File: src/rtl/seg7_scan_driver_if.sv
// Bundle between the BCD digit source and the multiplexed seven-segment driver.
// The master supplies digits and display controls; the slave drives the segment and anode lines.
interface seg7_scan_driver_if;
   logic [15:0] digits;
   logic [3:0]  dp_in;
   logic        load;
   logic [3:0]  en_mask;
   logic        lzb;
   logic [7:0]  out;
   logic [3:0]  am;
   logic        frame_tick;

   modport master (
      output digits, dp_in, load, en_mask, lzb,
      input  out, am, frame_tick
   );

   modport slave (
      input  digits, dp_in, load, en_mask, lzb,
      output out, am, frame_tick
   );
endinterface

File: src/rtl/seg7_scan_driver.sv
// Four-digit multiplexed seven-segment driver with frame-aligned double buffering,
// anti-ghosting blanking at each digit switch, per-digit enables and leading-zero blanking.
module seg7_scan_driver #(
   parameter int SCAN_DIV     = 50000,
   parameter int BLANK_CYCLES = 500
) (
   input logic               clk,
   input logic               reset,
   seg7_scan_driver_if.slave bus
);

   localparam int            CW        = (SCAN_DIV > 1) ? $clog2(SCAN_DIV) : 1;
   localparam logic [CW-1:0] CNT_MAX   = CW'(SCAN_DIV - 1);
   localparam logic [CW-1:0] BLANK_END = CW'(BLANK_CYCLES);

   logic [CW-1:0] cnt;
   logic [1:0]    slot;
   logic          cnt_wrap;
   logic          frame_wrap;

   logic [15:0]   pend_digits;
   logic [3:0]    pend_dp;
   logic          pend_flag;
   logic [15:0]   disp_digits;
   logic [3:0]    disp_dp;

   logic [3:0]    cur_digit;
   logic [3:0]    lz_blank;
   logic [3:0]    next_am;
   logic [7:0]    next_out;

   function automatic logic [6:0] seg_decode(input logic [3:0] v);
      logic [6:0] s;
      case (v)
         4'd0:    s = 7'b0000001;
         4'd1:    s = 7'b1001111;
         4'd2:    s = 7'b0010010;
         4'd3:    s = 7'b0000110;
         4'd4:    s = 7'b1001100;
         4'd5:    s = 7'b0100100;
         4'd6:    s = 7'b1100000;
         4'd7:    s = 7'b0001101;
         4'd8:    s = 7'b0000000;
         4'd9:    s = 7'b0000100;
         default: s = 7'b1111111;
      endcase
      return s;
   endfunction

   assign cnt_wrap   = (cnt == CNT_MAX);
   assign frame_wrap = cnt_wrap && (slot == 2'd3);

   always_ff @(posedge clk or negedge reset) begin
      if (!reset) begin
         cnt  <= '0;
         slot <= '0;
      end else if (cnt_wrap) begin
         cnt  <= '0;
         slot <= slot + 2'd1;
      end else begin
         cnt  <= cnt + CW'(1);
      end
   end

   // The display copy reads the old pending value, so a load on the wrap edge waits one frame.
   always_ff @(posedge clk or negedge reset) begin
      if (!reset) begin
         pend_digits <= '0;
         pend_dp     <= '0;
         pend_flag   <= 1'b0;
         disp_digits <= '0;
         disp_dp     <= '0;
      end else begin
         if (frame_wrap && pend_flag) begin
            disp_digits <= pend_digits;
            disp_dp     <= pend_dp;
            pend_flag   <= 1'b0;
         end
         if (bus.load) begin
            pend_digits <= bus.digits;
            pend_dp     <= bus.dp_in;
            pend_flag   <= 1'b1;
         end
      end
   end

   always_comb begin
      cur_digit = disp_digits[{slot, 2'b00} +: 4];
      lz_blank  = '0;
      if (bus.lzb) begin
         lz_blank[3] = (disp_digits[15:12] == 4'd0);
         lz_blank[2] = lz_blank[3] && (disp_digits[11:8] == 4'd0);
         lz_blank[1] = lz_blank[2] && (disp_digits[7:4] == 4'd0);
      end
      next_am  = 4'b1111;
      next_out = 8'hFF;
      if ((cnt >= BLANK_END) && bus.en_mask[slot]) begin
         next_am[slot] = 1'b0;
         next_out      = {lz_blank[slot] ? 7'b1111111 : seg_decode(cur_digit), ~disp_dp[slot]};
      end
   end

   always_ff @(posedge clk or negedge reset) begin
      if (!reset) begin
         bus.am         <= 4'b1111;
         bus.out        <= 8'hFF;
         bus.frame_tick <= 1'b0;
      end else begin
         bus.am         <= next_am;
         bus.out        <= next_out;
         bus.frame_tick <= frame_wrap;
      end
   end

endmodule

File: src/flat_wrapper.sv
// flat-port wrapper written by rule: the top's interface ports become plain ports
module seg7_scan_driver_flat 
#(
   parameter int SCAN_DIV     = 50000,
   parameter int BLANK_CYCLES = 500
)
  (clk, reset, bus_digits, bus_dp_in, bus_load, bus_en_mask, bus_lzb, bus_out, bus_am, bus_frame_tick);
  seg7_scan_driver_if bus_i ();
  input logic clk;
  input logic reset;
  input wire logic [$bits(bus_i.digits)-1:0] bus_digits;
  input wire logic [$bits(bus_i.dp_in)-1:0] bus_dp_in;
  input wire logic [$bits(bus_i.load)-1:0] bus_load;
  input wire logic [$bits(bus_i.en_mask)-1:0] bus_en_mask;
  input wire logic [$bits(bus_i.lzb)-1:0] bus_lzb;
  output wire logic [$bits(bus_i.out)-1:0] bus_out;
  output wire logic [$bits(bus_i.am)-1:0] bus_am;
  output wire logic [$bits(bus_i.frame_tick)-1:0] bus_frame_tick;
  assign bus_i.digits = bus_digits;
  assign bus_i.dp_in = bus_dp_in;
  assign bus_i.load = bus_load;
  assign bus_i.en_mask = bus_en_mask;
  assign bus_i.lzb = bus_lzb;
  assign bus_out = bus_i.out;
  assign bus_am = bus_i.am;
  assign bus_frame_tick = bus_i.frame_tick;
  seg7_scan_driver #(.SCAN_DIV(SCAN_DIV), .BLANK_CYCLES(BLANK_CYCLES)) u_core (.clk(clk), .reset(reset), .bus(bus_i));
endmodule
File: config.mk
export PLATFORM = sky130hd
export DESIGN_NAME = seg7_scan_driver_flat
export DESIGN_NICKNAME = d
export VERILOG_FILES = /design/src/rtl/seg7_scan_driver_if.sv /design/src/rtl/seg7_scan_driver.sv /design/src/flat_wrapper.sv
export SDC_FILE = /design/constraint.sdc
export NUM_CORES = 1
export LEC_CHECK = 0
export ABC_AREA = 0
export ABC_CLOCK_PERIOD_IN_PS = 3000
export CAP_MARGIN = 30
export CELL_PAD_IN_SITES_DETAIL_PLACEMENT = 1
export CELL_PAD_IN_SITES_GLOBAL_PLACEMENT = 1
export CORE_ASPECT_RATIO = 0.8
export CORE_MARGIN = 10
export CORE_UTILIZATION = 45
export DETAILED_ROUTE_END_ITERATION = 16
export GPL_TIMING_DRIVEN = 0
export PLACE_DENSITY_LB_ADDON = 0.1
export SLEW_MARGIN = 20
export SYNTH_ARGS = -nofsm -noshare
export SYNTH_HDL_FRONTEND = slang
export SYNTH_SLANG_ARGS = --single-unit
File: constraint.sdc
create_clock -name clk -period 3 [get_ports clk]
set_input_delay 0.6 -clock clk [delete_from_list [all_inputs] [get_ports clk]]
set_output_delay 0.6 -clock clk [all_outputs]
set_load 0.03 [all_outputs]
==> results of run 1 <==
## path summary, 6_finish.rpt
check	to	cells after the start	startpoint
min in group clk	u_core.pend_flag	1	u_core.pend_flag
max reg2reg	u_core.bus.out[3]	8	u_core.slot[0]
min	u_core.pend_digits[11]	1	reset
min reg2reg	u_core.pend_flag	1	u_core.pend_flag
max in group asynchronous	u_core.bus.am[2]	2	reset
max	u_core.bus.out[3]	8	u_core.slot[0]
## power by group
part / internal (mW) / total (mW) / leakage, nW / switching [mW]
registers: 0.998 / 1.01 / 0.900 / 0.0156
logic: 0.0601 / 0.0969 / 0.733 / 0.0368
clock network: 0.426 / 0.792 / 0.101 / 0.366
total: 1.48 / 1.90 / 1.73 / 0.418
## cell type report
| cell class | instances | area share |
|---|---|---|
| Inverter | 8 | 0.00732 |
| Buffer | 10 | 0.0177 |
| Tap cell | 90 | 0.0274 |
| Clock buffer | 11 | 0.0369 |
| Sequential cell | 72 | 0.443 |
| Clock inverter | 5 | 0.0134 |
| Multi-Input combinational cell | 155 | 0.351 |
| Timing Repair Buffer | 41 | 0.104 |
## cells in the mapped netlist, types with 2 or more instances
| master | instances | area share |
|---|---|---|
| sky130_fd_sc_hd__xnor2_1 | 7 | 0.018 |
| sky130_fd_sc_hd__o211ai_1 | 5 | 0.011 |
| sky130_fd_sc_hd__nor2b_1 | 4 | 0.0074 |
| sky130_fd_sc_hd__buf_12 | 2 | 0.012 |
| sky130_fd_sc_hd__nand4_1 | 3 | 0.0056 |
| sky130_fd_sc_hd__dfrtp_1 | 60 | 0.45 |
| sky130_fd_sc_hd__xor2_1 | 7 | 0.018 |
| sky130_fd_sc_hd__nor4_1 | 6 | 0.011 |
| sky130_fd_sc_hd__inv_1 | 8 | 0.0089 |
| sky130_fd_sc_hd__ha_1 | 11 | 0.041 |
| sky130_fd_sc_hd__mux4_2 | 6 | 0.040 |
| sky130_fd_sc_hd__o21ai_0 | 6 | 0.0089 |
| sky130_fd_sc_hd__nand3_1 | 7 | 0.010 |
| sky130_fd_sc_hd__nor2_1 | 13 | 0.015 |
| sky130_fd_sc_hd__mux2_2 | 22 | 0.074 |
| sky130_fd_sc_hd__mux2_4 | 20 | 0.089 |
| sky130_fd_sc_hd__clkbuf_1 | 6 | 0.0067 |
| sky130_fd_sc_hd__buf_2 | 2 | 0.0030 |
| sky130_fd_sc_hd__a21oi_1 | 4 | 0.0060 |
| sky130_fd_sc_hd__and4_1 | 2 | 0.0052 |
| sky130_fd_sc_hd__nand2_1 | 12 | 0.013 |
| sky130_fd_sc_hd__or3_1 | 2 | 0.0037 |
| sky130_fd_sc_hd__o221ai_1 | 2 | 0.0052 |
| sky130_fd_sc_hd__dfstp_2 | 12 | 0.094 |
| sky130_fd_sc_hd__o2bb2ai_1 | 2 | 0.0052 |
## state kept, by name, summed over array words and instances, names as in the netlist
| signal | count |
|---|---|
| u_core.slot | 2 |
| u_core.bus.am | 4 |
| u_core.pend_dp | 4 |
| u_core.disp_dp | 4 |
| u_core.cnt | 16 |
| u_core.disp_digits | 16 |
| u_core.bus.out | 8 |
| u_core.pend_digits | 16 |
| u_core.pend_flag | 1 |
| u_core.bus.frame_tick | 1 |
## metrics by stage
| step | area [µm²] | hold WS, ns | std cells |
|---|---|---|---|
| after floorplan | 3360 | 0.304 | 245 |
| after global placement | 3870 | 0.468 | 375 |
| after detailed placement | 3900 | 0.486 | 376 |
| after CTS | 4100 | 0.146 | 392 |
| after global routing | 4100 | 0.149 | 392 |
| final | 4100 | 0.149 | 392 |
## logic make-up after synthesis
logic type | count (synthesis) | synth area share
xor+xnor | 14 | 0.0365
flops | 72 | 0.541
fa+ha+maj | 11 | 0.0410
simple gates | 58 | 0.0991
compound gates | 24 | 0.0488
buf+inv | 18 | 0.0305
mux | 48 | 0.203
## routing by layer
layer,GRT usage,wire (µm),vias to the layer above
li1,-,-,977
met1,0.181,3480,1063
met2,0.193,3070,50
met3,0.0531,434,10
met4,0.0398,68,0
met5,0,0,-
==> flow_summary.rst, run 1 <==
.. list-table::
   :header-rows: 1

   * - Metric
     - Value
   * - Clk root buf
     - sky130_fd_sc_hd__clkbuf_8
   * - Violation count after the first detailed-route iteration
     - 44
   * - Post-CTS Setup Inserts
     - 0
   * - Placement Rows
     - 28
   * - Distinct cell type count of the synthesized netlist
     - 39
   * - Antenna cells
     - 0
   * - Hold-fix buffers, CTS
     - 0
   * - Type of the tightest min-delay check
     - in -> async
   * - Setup slack on the worst flop-to-flop path
     - 0.69 ns
   * - Number of synthesized flops with an enable pin
     - 0
   * - Crit path time final
     - 2.31 ns
   * - Post-synthesis instance total
     - approximately 250
   * - All-Layer GR Usage
     - 0.134
   * - Synth async-reset ratio
     - 1.00
   * - Final setup vio count
     - 0
   * - Via count of the first global-routing pass
     - ~2300
   * - Most used cell, CP
     - sky130_fd_sc_hd__inv_1
   * - Crit Path Max Fanout
     - 9
   * - Most common cell after layout, fill and taps aside
     - sky130_fd_sc_hd__dfrtp_1
   * - # port buffers
     - 40
   * - Clock Latency Late Sink
     - 0.35 ns
   * - Cell Chain, Critical Path
     - buf_2 > mux4_2 > inv_1 > ha_1 > inv_1 > mux2_2 > o2bb2ai_1 > o211ai_1
   * - Power per standard cell area
     - 464 mW/mm²
   * - Fmax
     - 0.432 GHz
   * - Type of the setup path with the least slack
     - reg -> reg
   * - Boundary pin count
     - 41
   * - Combined area of the multi-input logic cells
     - 0.00144 mm²
   * - Setup TNS Final
     - 0 ns
   * - Share of the core filled with cells in the final layout
     - 0.560
   * - Most used cells in the layout excluding fill and tap cells
     - sky130_fd_sc_hd__dfrtp_1, sky130_fd_sc_hd__clkdlybuf4s50_1, sky130_fd_sc_hd__mux2_2
   * - Post_cts resized
     - 0
   * - Y dimension of the die
     - 97.3 µm
   * - Worst vdd ir
     - 0.383 mV
   * - Crit end category
     - flop
   * - Cell family contributing the most delay on the critical path
     - multiplexers
   * - Total DRC errors in the routed layout
     - 0
   * - CP peak stage delay
     - 0.66 ns
   * - Fin crit share
     - 0.771
   * - Maximum number of pins on one net before global-route repair
     - 49
   * - Number of endpoints with negative hold slack in the final report
     - 0
   * - Fraction of final layout cells with drive strength greater than 1
     - 0.288
   * - Number of nets in the layout
     - 336
   * - Starting density of the core
     - 0.459
   * - Remaining number of nets flagged by the antenna check after routing
     - 0
   * - Worst Max-Slew Pin Slew
     - roughly 0.63 ns
   * - Headroom to the max-slew limit
     - 0.577
   * - Warnings, synthesis
     - 0
   * - Post-DR wirelength/cell
     - 18.0 µm
   * - Number of fillers in the final layout
     - around 750
   * - WP data arrival
     - 2.56 ns
   * - Number of max-cap violations
     - 0
   * - PnR Total Power
     - 1.90 mW
   * - Sequential cell area fraction in the yosys report
     - 0.541
   * - H-tree depth
     - 3
   * - RSZ-0062 raised after global routing
     - no
   * - Num CTS Buffers
     - 9
   * - Critical path's slowest cell
     - sky130_fd_sc_hd__mux4_2
   * - Leakage power
     - 1.73 nW
   * - Final critical-path setup slack
     - 0.687 ns
   * - Vias after detailed routing
     - 2100
   * - Number of buffers on the longest clock path
     - 2
   * - Number of synthesized register bits
     - just over 70
   * - Overflow after GRT
     - 0
   * - Detailed-routing iteration count for the pre-antenna-repair pass
     - 4
   * - Avg Vias per Cell
     - 5.36
   * - Wire length after detailed routing
     - 7050 µm
   * - Mapped cell area
     - ~0.0034 mm²
   * - Setup clock skew after layout
     - 0.00681 ns
   * - Post-synth top flop
     - sky130_fd_sc_hd__dfrtp_1
   * - Total core area
     - approximately 0.0073 mm²
   * - Total count of max-transition violations in the final report
     - 0
   * - Global placement routability congestion
     - approximately 0.86
   * - Average cell area after synthesis
     - around 14 µm²
   * - Placed wire-length estimate
     - 5230 µm
   * - Post-synthesis net count
     - about 280
   * - Clock-pin slew on the worst setup and hold paths
     - 0.08 ns
   * - Layout overhead on the synthesized area
     - 22.2%
   * - Pre-CTS setup slack
     - 0.591 ns
   * - Number of antenna violations at the first check in global routing
     - 0
   * - TritonCTS clock tree
     - built
   * - Result of the run
     - completed
   * - Buffers and inverters on the worst path
     - 3
   * - Number of clock sinks seen by CTS
     - 72
   * - DIE WIDTH
     - ~120 µm
   * - Wire length of the first global-routing pass
     - 11900 µm
   * - Data required time of the worst path
     - 3.25 ns
   * - Storage element area
     - roughly 0.0018 mm²
   * - Startpoint type of the worst setup path
     - flop
   * - Die outline area
     - 0.0113 mm²
(Power assumes the default switching activity.)
==> run 2: changes to the inputs <==
Settings changed: ABC_CLOCK_PERIOD_IN_PS 3000 to 1950, CORE_UTILIZATION 45 to 41.
Clock period 3 ns to 1.95 ns, I/O delays scaled along.
==> run 2 against run 1 <==
  * Worst hold slack gained 0.35 ns
  * Critical endpoint is now u_core.disp_digits[1]
  * First-iteration DRC count grew 25%
  * Register-to-register slack worse by 0.97 ns
  * The flow now finishes with violations (setup timing)
  * Largest power group is now the clock network
  * Maximum frequency increased by 3.7%
  * Clock power up 100%
  * Clock-buffer cell count fell by 1
  * Global-route usage grew 0.094 points
  * Non-clock buffer count increased by 26
  * Final cell count is 11% higher
  * Worst setup slack got worse by 0.97 ns
  * Critical path depth is 3 lower
  * Via count is 5.8% higher
==> flow_summary.rst, run 2 (synthesis gave the netlist of run 1 again) <==
.. list-table::
   :header-rows: 1

   * - Metric
     - Value
   * - Setup slack on the worst flop-to-flop path
     - -0.28 ns
   * - Launch instance of the worst min-delay path
     - u_core.pend_flag
   * - Placed wire-length estimate
     - ~5400 µm
   * - PnR Total Power
     - 3.30 mW
   * - Type of the tightest min-delay check
     - reg -> reg
   * - Crit path time final
     - ~2.2 ns
   * - Number of max-cap violations
     - 0
   * - Clk root buf
     - sky130_fd_sc_hd__clkbuf_8
   * - Number of nets in the layout
     - around 360
   * - Clock Latency Late Sink
     - around 0.35 ns
   * - Die outline area
     - 0.0122 mm²
   * - Data required time of the worst path
     - 2.18 ns
   * - Pre-CTS setup slack
     - -0.351 ns
   * - Type of the setup path with the least slack
     - reg -> reg
   * - Leading registers by flop count
     - u_core.cnt (16), u_core.disp_digits (16), u_core.pend_digits (16)
   * - Reg2reg path depth
     - 5
   * - WP data arrival
     - 2.46 ns
   * - Wire length of the first global-routing pass
     - 13000 µm
   * - Setup TNS Final
     - -5.13 ns
   * - RSZ-0062 raised after global routing
     - yes
   * - Failing checks
     - setup timing
   * - Detailed-routing iteration count for the pre-antenna-repair pass
     - 3
   * - Total core area
     - 0.00795 mm²
   * - Via count of the first global-routing pass
     - 2402
   * - Total count of max-transition violations in the final report
     - 0
   * - Endpoint of the worst hold path
     - u_core.pend_flag
   * - Placement Rows
     - 29
   * - Num CTS Buffers
     - 9
   * - Most common cell after layout, fill and taps aside
     - sky130_fd_sc_hd__dfrtp_1
   * - Fraction of final layout cells with drive strength greater than 1
     - 0.427
   * - All-Layer GR Usage
     - 0.135
   * - Number of clock sinks seen by CTS
     - between 70 and 80
   * - Avg Vias per Cell
     - between 5 and 6
   * - Reg-to-Reg Start
     - u_core.cnt[4]
   * - Overflow after GRT
     - 0
   * - Number of antenna violations at the first check in global routing
     - 0
   * - Post-DR wirelength/cell
     - between 15 and 20 µm
   * - Setup clock skew after layout
     - 0.00973 ns
   * - Antenna cells
     - 0
   * - Layout overhead on the synthesized area
     - 36.3%
   * - Remaining number of nets flagged by the antenna check after routing
     - 0
   * - Global placement routability congestion
     - 0.810
   * - Terminus of the critical flop-to-flop path
     - u_core.disp_digits[1]
   * - Result of the run
     - finished, violations left
   * - Wire length after detailed routing
     - approximately 8400 µm
   * - TritonCTS clock tree
     - built
   * - Headroom to the max-slew limit
     - 0.630
   * - H-tree depth
     - 3
   * - Clock-pin slew on the worst setup and hold paths
     - 0.08 ns
   * - Crit Path Max Fanout
     - 10
   * - # port buffers
     - 40
   * - Power per standard cell area
     - 722 mW/mm²
   * - Boundary pin count
     - approximately 40
   * - Violation count after the first detailed-route iteration
     - 55
   * - Leakage power
     - 1.92 nW
   * - Number of endpoints with negative hold slack in the final report
     - 0
   * - Placed cell area
     - approximately 0.0039 mm²
   * - Starting density of the core
     - 0.423
   * - Maximum number of pins on one net before global-route repair
     - 48
   * - Vias after detailed routing
     - 2222
   * - DIE WIDTH
     - 121 µm
   * - Fmax
     - 0.448 GHz
   * - Final critical-path setup slack
     - -0.281 ns
   * - Worst vdd ir
     - between 0.3 and 0.4 mV
   * - Worst Max-Slew Pin Slew
     - 0.554 ns
   * - Fin crit share
     - 1.14
   * - Hold depth
     - 1
   * - Total DRC errors in the routed layout
     - 0
   * - Number of fillers in the final layout
     - 780
   * - Y dimension of the die
     - 101 µm
   * - Most used cells in the layout excluding fill and tap cells
     - sky130_fd_sc_hd__dfrtp_1, sky130_fd_sc_hd__clkdlybuf4s50_1, sky130_fd_sc_hd__buf_4
   * - Crit end category
     - flop
   * - Final setup vio count
     - 23
   * - Startpoint type of the worst setup path
     - flop
   * - Number of buffers on the longest clock path
     - 2
   * - Finished Cell Area
     - 0.00458 mm²
run 2: changes by cell type in the layout (fill, tap and decap cells not counted), moves of 4 or more:
cell | before | now
sky130_fd_sc_hd__buf_4 | 1 | 25
sky130_fd_sc_hd__clkbuf_1 | 6 | 2
sky130_fd_sc_hd__dlygate4sd2_1 | 0 | 6
sky130_fd_sc_hd__dfrtp_1 | 60 | 56
sky130_fd_sc_hd__clkdlybuf4s50_1 | 39 | 27
sky130_fd_sc_hd__buf_6 | 0 | 4
sky130_fd_sc_hd__dlymetal6s2s_1 | 0 | 6
sky130_fd_sc_hd__dfrtp_2 | 0 | 4
run 2: worst max path at each step:
stage	from	end	slack [ns]
4_1_cts	u_core.cnt[11]	u_core.disp_digits[1]	-0.26
3_5_place_dp	u_core.slot[1]	u_core.bus.out[3]	-0.35
6_report	u_core.cnt[4]	u_core.disp_digits[1]	-0.28
5_1_grt	u_core.cnt[4]	u_core.disp_digits[1]	-0.32
3_3_place_gp	reset	u_core.cnt[0]	-2.00
2_1_floorplan	u_core.cnt[4]	u_core.disp_digits[0]	-0.16
run 2: layout make-up:
type / instances / area, µm² / share of cell area
sequential: 72 / 1820 / 0.398
multi-input combinational: 155 / 1570 / 0.344
timing repair buffer: 69 / 657 / 0.143
clock buffer: 10 / 138 / 0.0301
clock inverter: 6 / 138 / 0.0301
tap: 108 / 135 / 0.0295
buffer: 8 / 81.3 / 0.0178
inverter: 8 / 35.0 / 0.00765
run 2: report_power, final:
part / internal (mW) / switching [mW]
clock: 1.02 / 0.572
combinational: 0.0938 / 0.0571
sequential: 1.53 / 0.0232
run 2: metrics by stage:
| stage | utilization | hold WS (ns) | std cells |
|---|---|---|---|
| 2_1_floorplan | - | 0.0944 | 245 |
| 3_3_place_gp | 0.493 | 0.467 | 393 |
| 3_5_place_dp | 0.496 | 0.325 | 394 |
| 4_1_cts | 0.545 | 0.490 | 421 |
| 5_1_grt | 0.576 | 0.525 | 436 |
| 6_report | 0.576 | 0.495 | 436 |
run 2: repair_timing:
item	CTS	global route
pin swaps	5	14
buffers inserted	12	15
endpoints found under the setup margin	47	39
hold buffers	1	0
hold endpoints to repair	15	0
resized for setup	19	36
run 2: worst max-delay path: stages (launching register included):
cell	delay (ns)
sky130_fd_sc_hd__dfrtp_2	0.44
sky130_fd_sc_hd__or4b_4	0.56
sky130_fd_sc_hd__nor4_4	0.36
sky130_fd_sc_hd__and3_4	0.27
sky130_fd_sc_hd__buf_12	0.16
sky130_fd_sc_hd__mux2_4	0.32
run 2: layer usage:
layer / share of wire / GRT usage / vias to the layer above
li1: - / - / 1037
met1: 0.48 / 0.178 / 1139
met2: 0.47 / 0.205 / 36
met3: 0.035 / 0.0386 / 10
met4: 0.013 / 0.0549 / 0
met5: 0 / 0 / -
==> run 3: changes to the inputs <==
Settings changed: CORE_UTILIZATION 41 to 47, DONT_BUFFER_PORTS set to 1, MAX_ROUTING_LAYER set to met4.
==> run 3 against run 2 <==
  * The flow finishes with violations (hold timing, setup timing)
  * Die area down 11%
  * Critical path depth did not move
  * Flip-flop and latch count unchanged
  * Clock power decreased by 18%
  * Wire length is 16% lower
  * Largest cell class unchanged
  * Largest power group is now registers
==> flow_summary.rst, run 3 (synthesis gave the netlist of run 1 again) <==
.. list-table::
   :header-rows: 1

   * - Metric
     - Value
   * - Result of the run
     - finished, violations left
   * - Failing checks
     - hold timing, setup timing
   * - Fin crit share
     - 1.09
   * - Detailed-routing iteration count for the pre-antenna-repair pass
     - 4
   * - Pre-CTS setup slack
     - -0.350 ns
   * - Wire length of the first global-routing pass
     - 11500 µm
   * - Violation count after the first detailed-route iteration
     - 71
   * - Total DRC errors in the routed layout
     - 0
   * - Clock Latency Late Sink
     - 0.34 ns
   * - Vias after detailed routing
     - 2005
   * - Most common cell after layout, fill and taps aside
     - sky130_fd_sc_hd__dfrtp_1
   * - Num CTS Buffers
     - 9
   * - RSZ-0062 raised after global routing
     - yes
   * - Starting density of the core
     - 0.485
   * - Crit path time final
     - ~2.1 ns
   * - Leakage power
     - 1.66 nW
   * - Number of nets in the layout
     - 308
   * - Cell Chain, Critical Path
     - or4_4 > nor4_4 > and3_4 > buf_12 > mux2_4
   * - Boundary pin count
     - 41
   * - Avg Vias per Cell
     - 5.55
   * - Fraction of final layout cells with drive strength greater than 1
     - 0.409
   * - Startpoint type of the worst setup path
     - flop
   * - Final critical-path setup slack
     - -0.176 ns
   * - Layout overhead on the synthesized area
     - 14.9%
   * - Global placement routability congestion
     - 0.843
   * - Worst vdd ir
     - roughly 0.38 mV
   * - Antenna cells
     - 0
   * - Overflow after GRT
     - 0
   * - Setup slack on the worst flop-to-flop path
     - -0.18 ns
   * - Number of max-cap violations
     - 0
   * - Clk root buf
     - sky130_fd_sc_hd__clkbuf_8
   * - Reg-to-Reg Start
     - u_core.cnt[10]
   * - Reg2reg path depth
     - 5
   * - CP peak stage delay
     - between 0.5 and 0.6 ns
   * - Leading registers by flop count
     - u_core.cnt (16), u_core.disp_digits (16), u_core.pend_digits (16)
   * - Clock-pin slew on the worst setup and hold paths
     - 0.08 ns
   * - Wire length after detailed routing
     - 7070 µm
   * - Type of the tightest min-delay check
     - in -> async
   * - Placed wire-length estimate
     - 4970 µm
   * - Setup clock skew after layout
     - between 0.007 and 0.008 ns
   * - Placement Rows
     - 27
   * - Crit end category
     - flop
   * - Number of fillers in the final layout
     - 674
   * - Post-DR wirelength/cell
     - about 20 µm
   * - Maximum number of pins on one net before global-route repair
     - 73
   * - Buffers and inverters on the worst path
     - 1
   * - Total core area
     - 0.00693 mm²
   * - Final setup vio count
     - 23
   * - Number of endpoints with negative hold slack in the final report
     - between 70 and 80
   * - Crit Path Max Fanout
     - 10
   * - PnR Total Power
     - between 2 and 3 mW
   * - Number of buffers on the longest clock path
     - 2
   * - Total count of max-transition violations in the final report
     - 0
   * - Most used cells in the layout excluding fill and tap cells
     - sky130_fd_sc_hd__dfrtp_1, sky130_fd_sc_hd__mux2_2, sky130_fd_sc_hd__mux2_4
   * - Power per standard cell area
     - roughly 760 mW/mm²
   * - Type of the setup path with the least slack
     - reg -> reg
   * - All-Layer GR Usage
     - 0.141
   * - Worst Hold Slack
     - -0.266 ns
   * - DIE WIDTH
     - ~110 µm
   * - # port buffers
     - 0
   * - Number of clock sinks seen by CTS
     - between 70 and 80
   * - Critical path's slowest cell
     - sky130_fd_sc_hd__or4_4
   * - Number of antenna violations at the first check in global routing
     - 0
   * - Y dimension of the die
     - 95.6 µm
   * - Die outline area
     - 0.0110 mm²
   * - Terminus of the critical flop-to-flop path
     - u_core.disp_digits[7]
   * - Combined area of the multi-input logic cells
     - 0.00149 mm²
   * - Cell family contributing the most delay on the critical path
     - simple AND/OR/NAND/NOR gates
   * - WP data arrival
     - 2.35 ns
   * - Storage element area
     - about 0.0018 mm²
   * - Via count of the first global-routing pass
     - 2114
   * - TritonCTS clock tree
     - built
   * - Data required time of the worst path
     - 2.17 ns
   * - Worst Max-Slew Pin Slew
     - 0.590 ns
   * - H-tree depth
     - 3
   * - Fmax
     - 0.470 GHz
   * - Headroom to the max-slew limit
     - 0.606
   * - Remaining number of nets flagged by the antenna check after routing
     - 0
==> run 3: changes by cell type in the layout (fill, tap and decap cells not counted), sizes merged <==
cell	previous run	this run
clkinv	0	3
clkbuf	15	13
dlygate4sd3	1	0
clkdlybuf4s50	27	0
dlygate4sd2	6	0
bufinv	4	2
inv	10	9
buf	32	19
dlymetal6s2s	6	0
clkinvlp	0	1
==> run 3: final cells by class <==
class                      count  area share
sequential                    72       0.471
multi-input combinational    155       0.385
clock buffer                   9      0.0321
timing repair buffer          15      0.0302
tap                           87      0.0282
clock inverter                 7      0.0246
buffer                         8      0.0198
inverter                       8     0.00843
==> run 3: repair_timing <==
action,4_1_cts,5_1_grt
hold endpoints to repair,72,72
endpoints found under the setup margin,40,32
setup buffers,9,6
cloned,0,0
pin swaps,4,3
gates resized for setup,10,8
==> run 3: metal layers <==
metal | global-route usage | wire length, µm | vias up
met4 | 0.0573 | 117 | 0
met2 | 0.185 | 2950 | 40
met1 | 0.195 | 3620 | 1026
li1 | - | - | 928
met3 | 0.0439 | 380 | 11
met5 | - | 0 | -
==> run 3: worst max-delay path by stage <==
stage / to / from / cells after the start / slack (ns)
final: u_core.disp_digits[7] / u_core.cnt[10] / 5 / -0.18
after global routing: u_core.disp_digits[2] / u_core.cnt[10] / 5 / -0.23
after CTS: u_core.disp_digits[7] / u_core.cnt[10] / 5 / -0.19
after detailed placement: u_core.bus.out[3] / u_core.slot[1] / 8 / -0.35
after global placement: u_core.bus.out[3] / u_core.slot[1] / 8 / -0.34
after floorplan: u_core.disp_digits[0] / u_core.cnt[4] / 5 / -0.16
==> run 3: metrics by stage <==
step | hold slack [ns] | setup TNS (ns) | cell area [µm²] | util | cells
6_report | -0.266 | -3.30 | 3860 | 0.557 | 361
5_1_grt | -0.293 | -4.83 | 3860 | 0.557 | 361
4_1_cts | -0.282 | -3.55 | 3780 | 0.546 | 355
3_5_place_dp | 0.0968 | -10.14 | 3490 | 0.504 | 332
3_3_place_gp | 0.0970 | -9.80 | 3490 | 0.504 | 332
2_1_floorplan | 0.0944 | -3.23 | 3380 | - | 245
==> run 3: where the power goes <==
| part | internal (mW) | switching (mW) |
|---|---|---|
| registers | 1.53 | 0.0222 |
| clock network | 0.722 | 0.590 |
| logic | 0.0408 | 0.0206 |
| total | 2.30 | 0.632 |
